File: src/rtl/router_fsm.sv
// Packet-level controller for the 1x3 router: header decode, FIFO drain wait, header/payload/parity load, full stalls.
// Optional build macro ROUTER_FSM_TIMEOUT_EN adds a bounded WAIT_TILL_EMPTY with a drop_pkt pulse.
module router_fsm #(
  parameter int WAIT_LIMIT = 30,
  parameter int TMR_W      = 5
) (
  input  logic       clk,
  input  logic       rstn,
  input  logic       pkt_valid,
  input  logic [1:0] data_in,
  input  logic       fifo_full,
  input  logic       fifo_empty_0,
  input  logic       fifo_empty_1,
  input  logic       fifo_empty_2,
  input  logic       soft_reset_0,
  input  logic       soft_reset_1,
  input  logic       soft_reset_2,
  input  logic       parity_done,
  input  logic       low_pkt_valid,
  output logic       busy,
  output logic       detect_add,
  output logic       lfd_state,
  output logic       ld_state,
  output logic       laf_state,
  output logic       full_state,
  output logic       write_enb_reg,
  output logic       rst_int_reg
`ifdef ROUTER_FSM_TIMEOUT_EN
  ,
  output logic       drop_pkt
`endif
);

  typedef enum logic [2:0] {
    DECODE_ADDRESS     = 3'd0,
    LOAD_FIRST_DATA    = 3'd1,
    LOAD_DATA          = 3'd2,
    FIFO_FULL_STATE    = 3'd3,
    LOAD_AFTER_FULL    = 3'd4,
    LOAD_PARITY        = 3'd5,
    CHECK_PARITY_ERROR = 3'd6,
    WAIT_TILL_EMPTY    = 3'd7
  } state_t;

  state_t     state_reg;
  state_t     state_next;
  logic [1:0] addr_reg;

  // Address 3 is never a destination; the padding bit keeps every index in range.
  logic [3:0] empty_vec;
  logic [3:0] srst_vec;
  logic       empty_sel;
  logic       srst_sel;
  logic       din_empty;
  logic       din_valid;

  assign empty_vec = {1'b0, fifo_empty_2, fifo_empty_1, fifo_empty_0};
  assign srst_vec  = {1'b0, soft_reset_2, soft_reset_1, soft_reset_0};
  assign empty_sel = empty_vec[addr_reg];
  assign srst_sel  = srst_vec[addr_reg];
  assign din_empty = empty_vec[data_in];
  assign din_valid = pkt_valid && (data_in != 2'd3);

`ifdef ROUTER_FSM_TIMEOUT_EN
  logic [TMR_W-1:0] timer_reg;
  logic             timeout;

  assign timeout = (state_reg == WAIT_TILL_EMPTY) &&
                   (timer_reg == TMR_W'(WAIT_LIMIT - 1)) && !empty_sel;

  // Counts cycles already spent waiting; any exit (or fresh entry) restarts at zero.
  always_ff @(posedge clk) begin
    if (!rstn) begin
      timer_reg <= '0;
    end else if (state_reg == WAIT_TILL_EMPTY && state_next == WAIT_TILL_EMPTY) begin
      timer_reg <= timer_reg + TMR_W'(1);
    end else begin
      timer_reg <= '0;
    end
  end
`endif

  always_ff @(posedge clk) begin
    if (!rstn) begin
      state_reg <= DECODE_ADDRESS;
      addr_reg  <= 2'd0;
    end else begin
      state_reg <= state_next;
      if (state_reg == DECODE_ADDRESS && din_valid) begin
        addr_reg <= data_in;
      end
    end
  end

  always_comb begin
    state_next    = state_reg;
    busy          = 1'b0;
    detect_add    = 1'b0;
    lfd_state     = 1'b0;
    ld_state      = 1'b0;
    laf_state     = 1'b0;
    full_state    = 1'b0;
    write_enb_reg = 1'b0;
    rst_int_reg   = 1'b0;
`ifdef ROUTER_FSM_TIMEOUT_EN
    drop_pkt      = 1'b0;
`endif

    case (state_reg)
      DECODE_ADDRESS: begin
        detect_add = 1'b1;
        if (din_valid) begin
          state_next = din_empty ? LOAD_FIRST_DATA : WAIT_TILL_EMPTY;
        end
      end
      LOAD_FIRST_DATA: begin
        lfd_state  = 1'b1;
        busy       = 1'b1;
        state_next = LOAD_DATA;
      end
      LOAD_DATA: begin
        ld_state      = 1'b1;
        write_enb_reg = 1'b1;
        if (fifo_full) begin
          state_next = FIFO_FULL_STATE;
        end else if (!pkt_valid) begin
          state_next = LOAD_PARITY;
        end
      end
      FIFO_FULL_STATE: begin
        full_state = 1'b1;
        busy       = 1'b1;
        if (!fifo_full) begin
          state_next = LOAD_AFTER_FULL;
        end
      end
      LOAD_AFTER_FULL: begin
        laf_state     = 1'b1;
        busy          = 1'b1;
        write_enb_reg = 1'b1;
        if (parity_done) begin
          state_next = DECODE_ADDRESS;
        end else if (low_pkt_valid) begin
          state_next = LOAD_PARITY;
        end else begin
          state_next = LOAD_DATA;
        end
      end
      LOAD_PARITY: begin
        busy          = 1'b1;
        write_enb_reg = 1'b1;
        state_next    = CHECK_PARITY_ERROR;
      end
      CHECK_PARITY_ERROR: begin
        rst_int_reg = 1'b1;
        busy        = 1'b1;
        state_next  = fifo_full ? FIFO_FULL_STATE : DECODE_ADDRESS;
      end
      WAIT_TILL_EMPTY: begin
        busy = 1'b1;
        if (empty_sel) begin
          state_next = LOAD_FIRST_DATA;
`ifdef ROUTER_FSM_TIMEOUT_EN
        end else if (timeout) begin
          state_next = DECODE_ADDRESS;
`endif
        end
      end
      default: state_next = DECODE_ADDRESS;
    endcase

    // A destination soft reset abandons the packet; the FIFO cleans itself up.
    if (srst_sel && state_reg != DECODE_ADDRESS) begin
      state_next = DECODE_ADDRESS;
    end
`ifdef ROUTER_FSM_TIMEOUT_EN
    drop_pkt = timeout && !srst_sel;
`endif
  end

endmodule

File: config.mk
export PLATFORM = sky130hd
export DESIGN_NAME = router_fsm
export DESIGN_NICKNAME = d
export VERILOG_FILES = /design/src/rtl/router_fsm.sv
export SDC_FILE = /design/constraint.sdc
export NUM_CORES = 1
export LEC_CHECK = 0
export ABC_AREA = 1
export ABC_CLOCK_PERIOD_IN_PS = 3400
export CAP_MARGIN = 0
export CORE_MARGIN = 5
export CORE_UTILIZATION = 35
export DETAILED_ROUTE_END_ITERATION = 7
export PLACE_DENSITY = 0.72
export SLEW_MARGIN = 15
export SYNTH_ARGS = -nofsm -noshare
export SYNTH_HDL_FRONTEND = slang
export SYNTH_SLANG_ARGS = --single-unit
File: constraint.sdc
create_clock -name clk -period 3.4 [get_ports clk]
set_input_delay 0.34 -clock clk [delete_from_list [all_inputs] [get_ports clk]]
set_output_delay 0.34 -clock clk [all_outputs]
set_load 0.005 [all_outputs]
==> impl_metrics.yaml <==
place:
  post-dp-hpwl_mm: 1.09
  gp_congestion: 0.894
  port_buffers: 21
  dp_cells: 130
  pre_cts_slack_ps: 1720
final_layout:
  finalNetCount: 134
  drive_gt1_share_pct: 6.72
  final_cell_mix: "nand2_1 (25), clkdlybuf4s50_1 (21), nor2_1 (20), inv_1 (16), nand3_1 (10)"
  multi_input_area_um2: 318
  instances_no_fill: 134
  regArea_um2: 100
  final.fill_count: 149
  largest_reg_flops: 3
  area_growth_pct: 53.0
  diodes: 0
  final_common_cell: "nand2_1"
synthesis:
  synth_cells: 94
  yosysUniqueCellTypes: 13
  yosys_warnings: 0
  netlist_area_um2: 482
  ys_ff_latch: 5
  syn_nets: 108
  syn_avg_cell_area_um2: 5.12
  ys_seq_area_share_pct: 20.8
detailed_routing:
  routedWlPerCell_um: 9.46
  wirelength_mm: 1.27
  ant_nets: 0
  via_count: 635
  avgViaCountPerCell: 4.74
  dr.pass1.iters: 4
  drt_iter0_drc: 9
  drcViolationCount: 0
critical_path:
  crit_path_start_kind: "flip-flop"
  endpoint_kind: "primary output"
  rr_endpoint: "state_reg[2]"
  reg2reg_slack_ps: 2120
  reg2reg_from: "state_reg[1]"
  ff2ff_path_depth: 9
  crit_required_ps: 3060
  worst_ep_arrival_time_ps: 1600
  worstSetupPathType: "reg2out"
  cp_max_fo: 7
global_routing:
  grt_pass1_wl_mm: 2.18
  grt_pass1_vias: 571
  grt-ovfl-total: 0
  grt_max_degree: 10
  grt_use_total_pct: 13.8
  grt_antenna_before_repair: 0
clock_network:
  cts.repair.resized: 0
  h-tree-depth: 1
  cts.sinks: 5
  cts_tree: "built"
  ctsHoldBuffers: 0
  post-cts-setup-buffers: 0
  clk_pin_slew_ps: 40
  root_buffer: "clkbuf_4"
  numCtsBuffers: 3
  clock_latency_ps: 240
  cts_max_path_buffers: 2
timing:
  layout_min_cycle_time_ps: 1940
  setup_viol: 0
  fin_skew_ps: 0.884
  tns_ps: 0
  fmax_mhz: 516
  worst_slack_ps: 1460
  tightestPinTransition_ps: 322
  slew_headroom_pct: 78.3
  maxSlewViolCount: 0
  rsz0062_at_grt: "no"
  hold_viol: 0
  whs_ps: 519
  final.period_utilization_pct: 57.0
die:
  core_area_um2: 1300
  start_util_pct: 37.0
  rows: 13
  ioPinCount: 22
  fp.dieW_um: 47.1
  die-area_um2: 2220
  die_y_um: 47.1
worst_hold_path:
  hold_path.startpoint: "addr_reg[1]"
  min_path_type: "reg2reg"
  hold_end: "addr_reg[1]"
  holdPathStages: 2
flow_run:
  max_cap_viol_count: 0
power:
  p_per_area_nw_per_um2: 742
  ir_drop_mv: 0.339
  p_leak_uw: 0.000370
status:
  outcome: "finished clean"
==> per-layer routing <==
metal,global-route usage [%],share of wire [%],vias up
li1,-,-,344
met1,15.5,43,271
met2,24.1,48,20
met3,6.90,9.5,0
met4,1.66,0,0
met5,0,0,-
==> critical path, stage by stage, from the launching register on <==
cell and delay [ps]:
dfxtp_1 450, inv_1 90, nor2_1 140, nand2_1 80, o21ai_0 70, clkdlybuf4s50_1 520
==> kinds of logic (layout without fill, tap and decap cells) <==
group	after synthesis	in the layout	share of synthesized area (%)
compound gates	12	12	13.5
flops	5	5	20.8
buf+inv	17	42	13.2
simple gates	60	60	52.5
==> report_power, final <==
part / leakage, uW / internal (uW) / switching, uW
clock network: 0.0000150 / 44.4 / 25.6
registers: 0.0000413 / 82.1 / 33.6
logic: 0.000314 / 171 / 190
total: 0.000370 / 297 / 249
==> per-stage QoR <==
step	area, um^2	utilization (%)	total power (uW)
6_report	737	56.6	546
5_1_grt	737	56.6	610
4_1_cts	737	56.6	551
3_5_place_dp	711	54.6	478
3_3_place_gp	711	54.6	477
2_1_floorplan	482	-	323
==> worst max-delay path by stage <==
stage / from / end / slack [ps]
finish: state_reg[1] / write_enb_reg / 1460
global route: state_reg[1] / write_enb_reg / 1330
CTS: state_reg[1] / write_enb_reg / 1460
detailed placement: state_reg[1] / write_enb_reg / 1720
global placement: state_reg[1] / write_enb_reg / 1740
floorplan: state_reg[2] / state_reg[2] / 2300
==> final cells by class <==
class / instances / share of cell area, %
timing repair buffer: 21 / 28.5
tap: 15 / 2.55
multi-input combinational: 72 / 43.1
clock buffer: 4 / 3.57
inverter: 17 / 8.66
sequential: 5 / 13.6
==> Yosys cell counts <==
cell      number  area [um^2]
a21boi_0       2         15.0
inv_1         16         60.1
dfxtp_1        5          100
nor2_1        20         75.1
a21oi_1        4         20.0
nand2_1       25         93.8
nand3_1       10         50.1
nand3_2        1         10.0
or2_2          1         6.26
nor3_1         1         5.00
inv_2          1         3.75
nor2_2         2         12.5
o21ai_0        6         30.0
(Power assumes the default switching activity.)
